### src/rtl/regfile_2r1w_if.sv
// rtl/regfile_2r1w_if.sv - write/read/clear bus bundle for regfile_2r1w
interface regfile_2r1w_if #(
  parameter int WIDTH  = 4,
  parameter int ADDR_W = 3
);
  logic              we;
  logic [ADDR_W-1:0] wa;
  logic [WIDTH-1:0]  d_in;
  logic [ADDR_W-1:0] ra0;
  logic [ADDR_W-1:0] ra1;
  logic              clr;
  logic [WIDTH-1:0]  d_out0;
  logic [WIDTH-1:0]  d_out1;
  logic              busy;

  modport master (
    output we, wa, d_in, ra0, ra1, clr,
    input  d_out0, d_out1, busy
  );

  modport slave (
    input  we, wa, d_in, ra0, ra1, clr,
    output d_out0, d_out1, busy
  );
endinterface

### src/rtl/regfile_2r1w.sv
// rtl/regfile_2r1w.sv - 2-read/1-write register file with sequenced bulk clear; REGFILE_BYPASS_EN enables write-to-read forwarding
module regfile_2r1w #(
  parameter int               WIDTH     = 4,
  parameter int               ADDR_W    = 3,
  parameter logic [WIDTH-1:0] RESET_VAL = '0
) (
  input logic          clk,
  input logic          reset,
  regfile_2r1w_if.slave bus
);
  localparam int DEPTH = 2 ** ADDR_W;

  typedef enum logic {IDLE, CLEAR} state_t;

  state_t            state;
  state_t            state_nxt;
  logic [ADDR_W-1:0] ptr;
  logic [ADDR_W-1:0] ptr_nxt;
  logic [WIDTH-1:0]  mem [DEPTH];
  logic [WIDTH-1:0]  d_out0_q;
  logic [WIDTH-1:0]  d_out1_q;
  logic              wr_acc;
  logic              clr_wr;
  logic              fwd0;
  logic              fwd1;

  // User writes are only taken while no clear sweep is running.
  assign wr_acc = bus.we && (state == IDLE);
  assign clr_wr = (state == CLEAR);

`ifdef REGFILE_BYPASS_EN
  // Forward only user writes; clear-sweep writes are never visible early.
  assign fwd0 = wr_acc && (bus.ra0 == bus.wa);
  assign fwd1 = wr_acc && (bus.ra1 == bus.wa);
`else
  assign fwd0 = 1'b0;
  assign fwd1 = 1'b0;
`endif

  // Clear FSM next-state: one entry per cycle, leave after the last address.
  always_comb begin
    state_nxt = state;
    ptr_nxt   = ptr;
    case (state)
      IDLE: begin
        if (bus.clr) begin
          state_nxt = CLEAR;
          ptr_nxt   = '0;
        end
      end
      CLEAR: begin
        ptr_nxt = ptr + 1'b1;
        if (ptr == {ADDR_W{1'b1}}) begin
          state_nxt = IDLE;
        end
      end
      default: state_nxt = IDLE;
    endcase
  end

  // Clear FSM state register; reset aborts any sweep in progress.
  always_ff @(posedge clk) begin
    if (reset) begin
      state <= IDLE;
      ptr   <= '0;
    end else begin
      state <= state_nxt;
      ptr   <= ptr_nxt;
    end
  end

  // Storage and registered read ports; reads see pre-write contents unless forwarded.
  always_ff @(posedge clk) begin
    if (reset) begin
      for (int i = 0; i < DEPTH; i++) begin
        mem[i] <= RESET_VAL;
      end
      d_out0_q <= '0;
      d_out1_q <= '0;
    end else begin
      if (wr_acc) begin
        mem[bus.wa] <= bus.d_in;
      end
      if (clr_wr) begin
        mem[ptr] <= RESET_VAL;
      end
      d_out0_q <= fwd0 ? bus.d_in : mem[bus.ra0];
      d_out1_q <= fwd1 ? bus.d_in : mem[bus.ra1];
    end
  end

  assign bus.d_out0 = d_out0_q;
  assign bus.d_out1 = d_out1_q;
  assign bus.busy   = (state == CLEAR);
endmodule

### src/flat_wrapper.sv
// flat-port wrapper written by rule: the top's interface ports become plain ports
module regfile_2r1w_flat 
#(
  parameter int               WIDTH     = 4,
  parameter int               ADDR_W    = 3,
  parameter logic [WIDTH-1:0] RESET_VAL = '0
)
  (clk, reset, bus_we, bus_wa, bus_d_in, bus_ra0, bus_ra1, bus_clr, bus_d_out0, bus_d_out1, bus_busy);
  regfile_2r1w_if #(.WIDTH(WIDTH), .ADDR_W(ADDR_W)) bus_i ();
  input logic clk;
  input logic reset;
  input wire logic [$bits(bus_i.we)-1:0] bus_we;
  input wire logic [$bits(bus_i.wa)-1:0] bus_wa;
  input wire logic [$bits(bus_i.d_in)-1:0] bus_d_in;
  input wire logic [$bits(bus_i.ra0)-1:0] bus_ra0;
  input wire logic [$bits(bus_i.ra1)-1:0] bus_ra1;
  input wire logic [$bits(bus_i.clr)-1:0] bus_clr;
  output wire logic [$bits(bus_i.d_out0)-1:0] bus_d_out0;
  output wire logic [$bits(bus_i.d_out1)-1:0] bus_d_out1;
  output wire logic [$bits(bus_i.busy)-1:0] bus_busy;
  assign bus_i.we = bus_we;
  assign bus_i.wa = bus_wa;
  assign bus_i.d_in = bus_d_in;
  assign bus_i.ra0 = bus_ra0;
  assign bus_i.ra1 = bus_ra1;
  assign bus_i.clr = bus_clr;
  assign bus_d_out0 = bus_i.d_out0;
  assign bus_d_out1 = bus_i.d_out1;
  assign bus_busy = bus_i.busy;
  regfile_2r1w #(.WIDTH(WIDTH), .ADDR_W(ADDR_W), .RESET_VAL(RESET_VAL)) u_core (.clk(clk), .reset(reset), .bus(bus_i));
endmodule
### config.mk
export PLATFORM = sky130hd
export DESIGN_NAME = regfile_2r1w_flat
export DESIGN_NICKNAME = d
export VERILOG_FILES = /design/src/rtl/regfile_2r1w_if.sv /design/src/rtl/regfile_2r1w.sv /design/src/flat_wrapper.sv
export SDC_FILE = /design/constraint.sdc
export NUM_CORES = 1
export LEC_CHECK = 0
export ABC_CLOCK_PERIOD_IN_PS = 1700
export CAP_MARGIN = 20
export CORE_MARGIN = 8
export CORE_UTILIZATION = 50
export DETAILED_ROUTE_END_ITERATION = 16
export PLACE_DENSITY = 0.83
export SYNTH_ARGS = -nofsm -noshare
export SYNTH_HDL_FRONTEND = slang
export SYNTH_SLANG_ARGS = --single-unit
### constraint.sdc
create_clock -name clk -period 1.7 [get_ports clk]
set_clock_uncertainty 0.2 [all_clocks]
set_input_delay 0.34 -clock clk [delete_from_list [all_inputs] [get_ports clk]]
set_output_delay 0.34 -clock clk [all_outputs]
set_load 0.02 [all_outputs]
# == After elaboration in Yosys (flattened, before gate mapping) ==
# Memory sizes are Yosys's and may differ from the RTL's. A register that Yosys moved wholly into a read port is not among the register bits.
# Index checks and enable logic that the tools add are counted.
# classes
n_mux,19
add_sub_neg,1
eq_ne,2
reduce_logical,3
n_bitwise,1
# op_table
cell,count
1-bit 2-to-1 mux,12
3-bit 2-to-1 mux,3
4-bit 2-to-1 mux,2
4-bit OR reduction,2
3-bit case mux with 2 select lines,1
"3-bit by 1-bit adder with 3-bit output, second input constant",1
"3-bit equality test, second input constant",1
"2-bit inequality test, second input constant",1
1-bit case mux with 2 select lines,1
1-bit logical AND,1
1-bit inverter,1
# word_totals
reg_bits,4
ramBits,32
mem_count,1
input_bits,17
# memory_table
name,words,word_bits,read_ports,rd_ports_with_merged_regs,write_ports,line_no,text
u_core.mem,8,4,2,2,8,regfile_2r1w.sv:19,logic [WIDTH-1:0] mem [DEPTH];

# == Logic depth before layout (Yosys ltp) ==
# Gate-level depths: netlist (run 1).
# logic_depth
word_depth,8
mapped_depth,5

# == Least setup slack after synthesis (run 1) ==
# OpenSTA, ideal clock, no wires.
# synth_timing
path_type,register -> register
from,"reg u_core.state, in the netlist u_core.bus.busy"
to,mem u_core.mem[0][0] (enable)
n_path_buf,1
setup_ps,338
synth_period_minus_slack_ps,1883
slack_ps,-183
stages_incl_launch_ff,5
arrival_ps,1346
cell_sequence,dfxtp_1 > buf_4 > nor4b_2 > a31oi_4 > o21bai_1
# synth_lines
item,line_no,text
"start, declared",regfile_2r1w.sv:15,state_t state;
"start signal, assigned",regfile_2r1w.sv:67,state <= state_nxt;
"end, declared",regfile_2r1w.sv:19,

==> impl_metrics.json, run 1 <==
{
  "clk_pin_slew_ns": 0.08,
  "drt_pass1_iterations": 4,
  "area_growth_pct": 40.73,
  "postLayoutCoreUtil_pct": 72.67,
  "cts-hold-fix-buffers": 0,
  "fmax_ghz": 0.5889,
  "detail-route-antenna-nets": 0,
  "die_y_um": 83.06,
  "antenna_found_initial": 0,
  "status": "finished clean",
  "io_pins": 26,
  "grt_overflow": 0,
  "globalplace.congestion": 0.8517,
  "critPathSlowestCell": "dfxtp_4",
  "ys_seq_area_share_pct": 53.42,
  "slew_headroom_pct": 69.35,
  "clk_path_buf_depth": 2,
  "finalMaxSlewViolations": 0,
  "core_sq_um": 4354,
  "insertion_delay_ns": 0.30,
  "dp_slack_ns": -0.5398,
  "ir_worst_vdd_v": 0.0005518,
  "cts_tree": "done",
  "hp-class": "reg2reg",
  "finalSetupViolCount": 0,
  "worst-setup-path-type": "reg2reg",
  "startpoint": "u_core.bus.busy$_SDFF_PP0_",
  "cellPowerDensity_nw_per_um2": 765.1,
  "cts_buffers": 5,
  "yosysTopAreaCellShare_pct": 42.74,
  "fin_setup_tns_ns": 0,
  "dr.first_iter.drc_count": 86,
  "leakagePower_nw": 1.194,
  "max_cap_violations": 0,
  "port_buffers": 25,
  "crit_path_end_kind": "flop",
  "routedWlPerCell_um": 21.93,
  "dp_hpwl_um": 3939,
  "r2r_start": "u_core.bus.busy$_SDFF_PP0_",
  "grt_start_max_net_pins": 15,
  "total_power_mw": 2.421,
  "avgViaCountPerCell": 6.250,
  "grt_pass1_vias": 1812,
  "tightest_slew_ns": 0.4597,
  "placed_cell_area_sq_um": 2745,
  "num_rows": 24,
  "rrSetupSlack_ns": 0.002,
  "period_needed_ns": 1.698,
  "crit_required_ns": 1.63,
  "yosys-top-cells-area": "edfxtp_1 (43%), mux4_2 (16%), dfxtp_1 (11%)",
  "clockRootBuffer": "clkbuf_8",
  "reg2reg_to": "u_core.mem[2][0]$_SDFFCE_PN0P_",
  "synth_cell_types": 24,
  "period_share_pct": 99.89,
  "worst-path-buf-inv": 2,
  "final_area_sq_um": 3164,
  "cp-endpoint": "u_core.mem[2][0]$_SDFFCE_PN0P_",
  "vias": 1675,
  "stdcell_count": 268,
  "die-area_sq_um": 6899,
  "synthCells": 164,
  "crit_cells": 5,
  "hold_viol": 0,
  "start_util_pct": 51.64,
  "insertedDiodeCount": 0,
  "yosysTopAreaCell": "edfxtp_1",
  "hold_ws_ns": 0.3701,
  "fin_ws_ns": 0.001829,
  "yosys_warnings": 0,
  "reg2regPathDepth": 5,
  "worstPathArrival_ns": 1.63,
  "grt_util_all_layers_pct": 15.76,
  "path_cells": "nor2b_1 -> o21bai_1 -> buf_6 -> buf_4 -> nor3_1",
  "cp_top_family": "flip-flops",
  "rsz0062_at_grt": "true",
  "cts_num_sinks": 44,
  "wl_um": 5877,
  "cp-start-kind": "flop",
  "critPathMaxFanout": 13,
  "final_net_count": 234,
  "die_x_um": 83.06,
  "fillers": 265,
  "grt_pass1_wl_um": 8776,
  "max_stage_delay_ns": 0.43,
  "htreeDepth": 2,
  "syn-num-nets": 183,
  "yosys_register_bits": 44,
  "drive_gt1_share_pct": 45.37,
  "post-route-drc-count": 0,
  "netlist_area_sq_um": 2248,
  "synth_area_per_cell_sq_um": 13.71,
  "dp_cells": 251
}
-- worst min path at each step --
stage | from | endpoint | slack, ns | cells past startpoint
2_1_floorplan | u_core.ptr[0]$_SDFFE_PP0P_ | u_core.ptr[0]$_SDFFE_PP0P_ | 0.31 | 2
3_3_place_gp | u_core.ptr[0]$_SDFFE_PP0P_ | u_core.ptr[0]$_SDFFE_PP0P_ | 0.34 | 2
3_5_place_dp | u_core.ptr[0]$_SDFFE_PP0P_ | u_core.ptr[0]$_SDFFE_PP0P_ | 0.37 | 2
4_1_cts | u_core.bus.busy$_SDFF_PP0_ | u_core.bus.busy$_SDFF_PP0_ | 0.35 | 1
5_1_grt | u_core.bus.busy$_SDFF_PP0_ | u_core.bus.busy$_SDFF_PP0_ | 0.39 | 1
6_report | u_core.bus.busy$_SDFF_PP0_ | u_core.bus.busy$_SDFF_PP0_ | 0.37 | 1
-- cell usage after synthesis, drive strengths merged --
cell    instances
a211oi          1
o21bai          9
inv             2
nor3b           3
nor2           12
nor4b           1
and4b           1
nand2b          1
nand2           5
dfxtp          12
nor2b           1
nand3b          1
buf            11
a31oi           4
nor3           32
edfxtp         32
mux4           16
a21o            1
a21oi           3
clkbuf          4
and4bb          2
ha              2
mux2i           8
-- cells by family (layout without fill, tap and decap cells) --
family | Yosys count | count (layout) | synth area share, %
DFF | 44 | 44 | 53.42
muxes | 24 | 24 | 19.59
and+or+nand+nor | 59 | 59 | 14.08
adders and majority gates | 2 | 2 | 1.113
buffers and inverters | 17 | 68 | 3.672
AOI/OAI and AO/OA | 18 | 19 | 8.124
-- sequential cells by signal (all words and copies together), names as in the netlist --
name and count:
u_core.bus.busy 1, u_core.bus.d_out0 4, u_core.bus.d_out1 4, u_core.mem 32, u_core.ptr 3
-- worst register-to-register path: cells and delay by family, from the launching register on --
family / cells / cell delay [ns]
simple gates: 2 / 0.45
flops: 1 / 0.43
buf+inv: 2 / 0.33
compound gates: 1 / 0.13
-- layer usage --
layer  track usage [%]  vias up  part of all wire (%)
met5                 0        -                     0
met4             8.786        0                   3.0
met3             5.176       16                   7.1
met2             28.71       85                    55
met1             15.14      834                    35
li1                  -      740                     -
-- what timing repair did --
| item | 4_1_cts | 5_1_grt |
|---|---|---|
| cloned | 0 | 2 |
| gates resized for setup | 30 | 32 |
| endpoints found under the setup margin | 81 | 57 |
| pin swaps | 1 | 11 |
| buffers inserted | 3 | 4 |
-- layout by cell type (no fill, tap or decap), drive strengths merged, types with 2 or more instances in the layout --
master / synthesis / layout
edfxtp: 32 / 32
buf: 11 / 32
nor3: 32 / 32
mux4: 16 / 16
dlygate4sd2: 0 / 13
nor2: 12 / 12
dfxtp: 12 / 12
clkbuf: 4 / 10
clkdlybuf4s50: 0 / 9
o21bai: 9 / 9
mux2i: 8 / 8
nand2: 5 / 5
a31oi: 4 / 4
a21oi: 3 / 3
nor3b: 3 / 3
a21o: 1 / 2
inv: 2 / 2
and4bb: 2 / 2
ha: 2 / 2
dlymetal6s2s: 0 / 2
-- power by group --
group	switching [mW]	internal, mW	leakage (nW)
clock	0.352	0.332	0.0455
sequential	0.0395	1.21	0.432
combinational	0.240	0.250	0.716
total	0.632	1.79	1.19
-- cell type report --
class	instances	area, sq um	share of cell area, %
inverters	2	7.507	0.2372
well taps	52	65.06	2.056
repair buffers	58	589.3	18.62
clock buffers	8	90.09	2.847
flip-flops and latches	44	1207	38.16
multi-input cells	104	1205	38.08
(Power assumes the default switching activity.)
==> run 2: changes to the inputs <==
--- a/config.mk
+++ b/config.mk
@@ -11,6 +11,7 @@
 export CORE_UTILIZATION = 50
 export DETAILED_ROUTE_END_ITERATION = 16
 export PLACE_DENSITY = 0.83
+export SLEW_MARGIN = 20
 export SYNTH_ARGS = -nofsm -noshare
 export SYNTH_HDL_FRONTEND = slang
 export SYNTH_SLANG_ARGS = --single-unit
==> results of run 2 <==
The final DEF is identical to that of run 1; final timing and power are the same.
==> run 3: changes to the inputs <==
--- a/config.mk
+++ b/config.mk
@@ -11,7 +11,7 @@
 export CORE_UTILIZATION = 50
 export DETAILED_ROUTE_END_ITERATION = 16
 export PLACE_DENSITY = 0.83
-export SLEW_MARGIN = 20
+export SLEW_MARGIN = 30
 export SYNTH_ARGS = -nofsm -noshare
 export SYNTH_HDL_FRONTEND = slang
 export SYNTH_SLANG_ARGS = --single-unit
==> results of run 3 <==
The final DEF is identical to that of run 1; final timing and power are the same.
